<file path="src/rtl/reg_bank_arbiter.sv">
// Round-robin write arbiter in front of an eight-entry register bank.
// Grants at most one pending write per cycle and exposes the bank on a combinational read port.
module reg_bank_arbiter #(
    parameter int WIDTH = 16,
    parameter int AW    = 3
) (
    input  logic               clk,
    input  logic               reset,
    input  logic [3:0]         req,
    input  logic [4*AW-1:0]    wr_addr,
    input  logic [4*WIDTH-1:0] wr_data,
    output logic [3:0]         ack,
    input  logic [AW-1:0]      raddr,
    output logic [WIDTH-1:0]   rdata,
    output logic [1:0]         last_grant,
    output logic [15:0]        wr_count
);

    localparam int DEPTH = 2 ** AW;

    logic [WIDTH-1:0] bank_r [DEPTH];
    logic [1:0]       ptr_r;
    logic [1:0]       last_grant_r;
    logic [15:0]      wr_count_r;

    logic [3:0]       rot_s;
    logic [1:0]       off_s;
    logic [1:0]       winner_s;
    logic             grant_s;
    logic [3:0]       ack_s;
    logic [AW-1:0]    sel_addr_s;
    logic [WIDTH-1:0] sel_data_s;

    // Rotate requests so bit 0 is the requester currently holding top priority.
    always_comb begin
        rot_s = req;
        case (ptr_r)
            2'd0:    rot_s = req;
            2'd1:    rot_s = {req[0], req[3:1]};
            2'd2:    rot_s = {req[1:0], req[3:2]};
            2'd3:    rot_s = {req[2:0], req[3]};
            default: rot_s = req;
        endcase
    end

    // Priority-encode the rotated vector, then map the offset back to a requester index.
    always_comb begin
        off_s   = 2'd0;
        grant_s = 1'b1;
        casez (rot_s)
            4'b???1: off_s = 2'd0;
            4'b??10: off_s = 2'd1;
            4'b?100: off_s = 2'd2;
            4'b1000: off_s = 2'd3;
            default: begin
                off_s   = 2'd0;
                grant_s = 1'b0;
            end
        endcase
        winner_s = ptr_r + off_s;
    end

    // Acknowledge is gated by reset so an in-flight grant vanishes the moment reset rises.
    always_comb begin
        ack_s = 4'b0000;
        if (grant_s && !reset) begin
            ack_s = 4'b0001 << winner_s;
        end else begin
            ack_s = 4'b0000;
        end
    end

    // Route the winning requester's address and payload to the bank write port.
    always_comb begin
        sel_addr_s = wr_addr[0 +: AW];
        sel_data_s = wr_data[0 +: WIDTH];
        case (winner_s)
            2'd0: begin
                sel_addr_s = wr_addr[0*AW +: AW];
                sel_data_s = wr_data[0*WIDTH +: WIDTH];
            end
            2'd1: begin
                sel_addr_s = wr_addr[1*AW +: AW];
                sel_data_s = wr_data[1*WIDTH +: WIDTH];
            end
            2'd2: begin
                sel_addr_s = wr_addr[2*AW +: AW];
                sel_data_s = wr_data[2*WIDTH +: WIDTH];
            end
            2'd3: begin
                sel_addr_s = wr_addr[3*AW +: AW];
                sel_data_s = wr_data[3*WIDTH +: WIDTH];
            end
            default: begin
                sel_addr_s = wr_addr[0 +: AW];
                sel_data_s = wr_data[0 +: WIDTH];
            end
        endcase
    end

    // Bank storage: single write port, cleared asynchronously.
    always_ff @(posedge clk or posedge reset) begin
        if (reset) begin
            for (int i = 0; i < DEPTH; i++) begin
                bank_r[i] <= {WIDTH{1'b0}};
            end
        end else if (grant_s) begin
            bank_r[sel_addr_s] <= sel_data_s;
        end
    end

    // Priority pointer, last-grant index and commit counter advance only on a grant.
    always_ff @(posedge clk or posedge reset) begin
        if (reset) begin
            ptr_r        <= 2'd0;
            last_grant_r <= 2'd0;
            wr_count_r   <= 16'd0;
        end else if (grant_s) begin
            ptr_r        <= winner_s + 2'd1;
            last_grant_r <= winner_s;
            wr_count_r   <= wr_count_r + 16'd1;
        end
    end

    assign ack        = ack_s;
    assign rdata      = bank_r[raddr];
    assign last_grant = last_grant_r;
    assign wr_count   = wr_count_r;

endmodule

</file>
<file path="config.mk">
export PLATFORM = sky130hd
export DESIGN_NAME = reg_bank_arbiter
export DESIGN_NICKNAME = d
export VERILOG_FILES = /design/src/rtl/reg_bank_arbiter.sv
export SDC_FILE = /design/constraint.sdc
export NUM_CORES = 1
export LEC_CHECK = 0
export ABC_AREA = 1
export BUFFER_PORTS_ARGS = -buffer_cell sky130_fd_sc_hd__buf_4
export CELL_PAD_IN_SITES_DETAIL_PLACEMENT = 0
export CELL_PAD_IN_SITES_GLOBAL_PLACEMENT = 1
export CORE_MARGIN = 10
export CORE_UTILIZATION = 30
export DETAILED_ROUTE_END_ITERATION = 16
export PLACE_DENSITY = 0.62
export SYNTH_ARGS = -nofsm -noshare
export SYNTH_HDL_FRONTEND = slang
export SYNTH_SLANG_ARGS = --single-unit
</file>
<file path="constraint.sdc">
create_clock -name clk -period 12.7 [get_ports clk]
set_clock_uncertainty 0.05 [all_clocks]
set_input_delay 0.635 -clock clk [delete_from_list [all_inputs] [get_ports clk]]
set_output_delay 0.635 -clock clk [all_outputs]
set_load 0.005 [all_outputs]
</file>
==> impl_metrics.tcl, run 1 <==
set metrics [dict create \
    maxCapViolations 0 \
    drt-initial-drc-count 553 \
    setup_slack_ns 6.52 \
    cp.required_ns 12.96 \
    netlist_area_um2 7840 \
    postSynth.asyncResetShare 1.00 \
    top_usage_layer "met2" \
    slew_violations 0 \
    die_width_um 182 \
    grt_max_degree 83 \
    synth_fp_nets 1123 \
    cts_tree "yes" \
    start_util 0.302 \
    drc 0 \
    layout_commonest_cell "nand2_1" \
    max_freq_mhz 162 \
    drt_first_pass_iters 5 \
    vias_per_cell 4.98 \
    ys_warn_count 0 \
    finalSetupViolations 0 \
    finish.net_count 1204 \
    dp_hpwl_um 17500 \
    rr_worst_depth 20 \
    synth_edf_count 0 \
    critPathKind "reg -> reg" \
    clk_latency_ns 0.42 \
    ys_ff_latch 148 \
    post-cts-setup-buffer-count 0 \
    grt_pass1_wl_um 43400 \
    timing.final.crit_share 0.487 \
    grt_use_met2 0.263 \
    grt_use_met3 0.0404 \
    drive_gt1_frac 0.166 \
    cts_max_path_buffers 2 \
    final_cell_mix "nand2_1, dfrtp_1, nor2_1" \
    run_status "completed" \
    overflow 0 \
    synth_top_flop_cell "dfrtp_1" \
    die_area_um2 33000 \
    drt_wl_total_um 27500 \
    worst_slew_pin_slew_ns 1.10 \
    rows 59 \
    fillers 2770 \
    clock_sinks 148 \
    cts_buffers 17 \
    setup_tns_ns 0 \
    ctsResizeCount 0 \
    grtUsageMet1 0.221 \
    antenna_found_initial 0 \
    area_growth_pct 21.0 \
    synth.distinct_cells 33 \
    num_antenna_cells 0 \
    die_y_um 182 \
    worstPathMaxFanout 39 \
    io_buffer_count 122 \
    io_pins 123 \
    grt_pass1_vias 7382 \
    postRouteAntennaNets 0 \
    crit_arrival_ns 6.44 \
    hold_violations 0 \
    ctsHoldBuffers 0 \
    start_kind "register" \
    via_count 7277 \
    grt_usage 0.165 \
    avgSynthCellArea_um2 7.59 \
    pre_cts_ws_ns 6.43 \
    gp_congestion 0.758 \
    syn-instance-count 1033 \
    min_path_type "in -> async" \
    final.min_clock_period_ns 6.18 \
    wl_per_cell_um 18.8 \
    root_buffer "clkbuf_16" \
    htreeDepth 4 \
    cp-end-kind "register" \
    clkSlewWorstSetupHoldPaths_ns 0.07 \
    core-area_um2 25900 \
    relSlewSlack 0.270 \
    rsz0062_at_grt "false" \
    seq_area_frac_synth 0.473 \
]
kinds of logic after synthesis:
group | synth area share
adders and majority gates | 0.00798
DFF | 0.473
buffers and inverters | 0.0551
xor gates and xnor gates | 0.0156
and+or+nand+nor | 0.319
AOI/OAI and AO/OA | 0.130
path summary, 6_finish.rpt:
path / start / end / slack, ns
max: ptr_r[1] / bank_r[24] / 6.52
min: reset / wr_count[2] / 0.28
max reg2reg: ptr_r[1] / bank_r[24] / 6.52
min reg2reg: bank_r[27] / bank_r[27] / 0.42
max in group asynchronous: reset / bank_r[85] / 10.90
min in group clk: bank_r[27] / bank_r[27] / 0.42
flip-flops by register name, indices dropped and copies added, names as in the netlist:
name / flops
wr_count: 16
bank_r: 128
ptr_r: 2
last_grant: 2
cell type report:
class / instances / area (um2) / share of cell area
clock buffers: 17 / 425 / 0.0448
clock inverters: 15 / 139 / 0.0146
inverters: 27 / 106 / 0.0112
multi-input cells: 789 / 3710 / 0.391
flip-flops and latches: 148 / 3700 / 0.390
well taps: 335 / 419 / 0.0442
repair buffers: 131 / 983 / 0.104
stage by stage:
stage / hold WS [ns] / utilization / cell area [um2] / instances
after floorplan: 0.387 / - / 7840 / 1033
after global placement: 0.398 / 0.344 / 8920 / 1430
after detailed placement: 0.403 / 0.344 / 8920 / 1430
after CTS: 0.341 / 0.366 / 9490 / 1462
after global routing: 0.354 / 0.366 / 9490 / 1462
final: 0.281 / 0.366 / 9490 / 1462
synthesized netlist by cell type (9+ instances only):
master,n,area share
a21oi_1,12,0.0077
a221oi_1,19,0.021
a31oi_1,16,0.013
buf_2,17,0.011
buf_4,9,0.0086
clkbuf_1,34,0.016
dfrtp_1,148,0.47
inv_1,22,0.011
nand2_1,293,0.14
nand3_1,136,0.087
nor2_1,143,0.068
o21ai_0,75,0.048
o21ai_1,26,0.017
o22ai_1,16,0.013
xor2_1,10,0.011
metal layers:
metal,part of all wire,vias to the layer above
met2,0.46,164
met4,0.0058,0
met3,0.054,10
met1,0.48,3495
met5,0,-
li1,-,3608
worst max-delay path, stage by stage (launching register included):
cell	delay, ns
dfrtp_1	0.60
inv_1	0.16
o21ai_1	0.11
nand3_1	0.08
nand2_1	0.07
o21ai_0	0.08
a21oi_1	0.14
ha_1	0.17
xor2_1	0.18
inv_1	0.06
nand3_1	0.09
nand2_2	0.26
inv_1	0.22
ha_1	0.66
clkinv_1	0.69
or2_2	0.56
a21oi_4	0.43
buf_4	0.51
nand2_1	0.59
nand2_1	0.22
nand2_1	0.07
Power of run 1 is left out: the tool's default activity adds up to more than one toggle a clock period on the data nets, which glitch-free logic cannot reach.
==> inputs of run 2 (changes only) <==
Clock period 12.7 ns to 5.9 ns, I/O delays scaled along.
==> impl_metrics.tcl, run 2 (synthesis gave the netlist of run 1 again) <==
set metrics [dict create \
    drive_gt1_frac 0.173 \
    htreeDepth 4 \
    start_kind "register" \
    grt_usage 0.171 \
    drt_wl_total_um 28100 \
    io_pins 123 \
    finish.net_count 1214 \
    cp.required_ns 6.16 \
    top_register "bank_r" \
    clk_latency_ns 0.43 \
    finalSetupViolations 0 \
    dp_hpwl_um 18200 \
    antenna_found_initial 0 \
    ctsHoldBuffers 0 \
    grt_max_degree 87 \
    ctsResizeCount 0 \
    whs_ns -0.0260 \
    critPathKind "reg -> reg" \
    largest_reg_flops 128 \
    cts_max_path_buffers 2 \
    drt-initial-drc-count 528 \
    clock_sinks 148 \
    postRouteAntennaNets 0 \
    root_buffer "clkbuf_16" \
    drt_first_pass_iters 5 \
    post-cts-setup-buffer-count 0 \
    timing.final.crit_share 0.786 \
    cts_tree "yes" \
    start_util 0.302 \
    hold_violations 27 \
    clkSlewWorstSetupHoldPaths_ns 0.07 \
    drc 0 \
    fillers 2795 \
    wl_per_cell_um 19.1 \
    setup_tns_ns 0 \
    crit_arrival_ns 4.90 \
    rows 59 \
    area_growth_pct 22.9 \
    final.min_clock_period_ns 4.64 \
    final_cell_mix "nand2_1, dfrtp_1, nor2_1" \
    cp-end-kind "register" \
    grt_pass1_vias 7571 \
    run_status "finished, violations left" \
    cts_buffers 17 \
    layout_commonest_cell "nand2_1" \
    relSlewSlack 0.252 \
    slew_violations 0 \
    violations "negative hold slack" \
    core-area_um2 25900 \
    rsz0062_at_grt "false" \
    min_path_type "in -> async" \
    die_width_um 182 \
    grt_pass1_wl_um 44900 \
    num_antenna_cells 0 \
    die_area_um2 33000 \
    worstPathMaxFanout 22 \
    fin_util 0.372 \
    vias_per_cell 5.04 \
    via_count 7418 \
    die_y_um 182 \
    maxCapViolations 0 \
    worst_slew_pin_slew_ns 1.12 \
    io_buffer_count 122 \
    max_freq_mhz 216 \
    gp_congestion 0.779 \
    overflow 0 \
]
## run 2: area by class of cell
cell class / instances / area, um2 / area share
clock buffers: 17 / 425 / 0.0442
clock inverters: 15 / 209 / 0.0217
inverters: 27 / 106 / 0.0110
multi-input cells: 789 / 3710 / 0.385
flip-flops and latches: 148 / 3700 / 0.385
well taps: 335 / 419 / 0.0435
repair buffers: 141 / 1060 / 0.110
## run 2: stage by stage
stage,instances,cell area [um2],worst slack [ns],hold WS (ns)
after floorplan,1033,7840,1.39,0.387
after global placement,1440,9000,1.33,0.398
after detailed placement,1440,9000,1.26,0.403
after CTS,1472,9630,1.24,0.00918
after global routing,1472,9630,0.810,0.0221
final,1472,9630,1.26,-0.0260
## run 2: layer usage
metal	vias to the layer above	global-route usage	routed length (um)	share of wire
li1	3621	-	-	-
met1	3584	0.230	13300	0.47
met2	183	0.266	12800	0.45
met3	30	0.0435	1610	0.057
met4	0	0.0475	450	0.016
met5	-	0	0	0
## run 2: worst paths after layout
path | slack, ns | cells past startpoint | endpoint | startpoint
worst max-delay path | 1.26 | 19 | bank_r[56] | ptr_r[1]
worst min-delay path | -0.03 | 2 | last_grant[0] | reset
worst max register to register | 1.26 | 19 | bank_r[56] | ptr_r[1]
worst min register to register | 0.41 | 2 | bank_r[43] | bank_r[43]
max in group asynchronous | 4.41 | 3 | bank_r[103] | reset
min in group clk | 0.34 | 5 | bank_r[100] | wr_data[4]
## run 2: critical path, cell delays in order (launching register included)
cell and delay [ns]:
dfrtp_1 0.57, inv_1 0.15, nand3_1 0.09, nand3_1 0.09, o21ai_0 0.17, a21oi_1 0.09, ha_1 0.19, xor2_1 0.15
inv_1 0.07, nand3_1 0.08, nand2_2 0.35, inv_1 0.17, ha_1 0.24, buf_4 0.20, a221oi_1 0.30, a21oi_1 0.17
nor2_4 0.40, nand2_1 0.67, nand2_1 0.21, nand2_1 0.08
Power of run 2 is left out for the same reason.
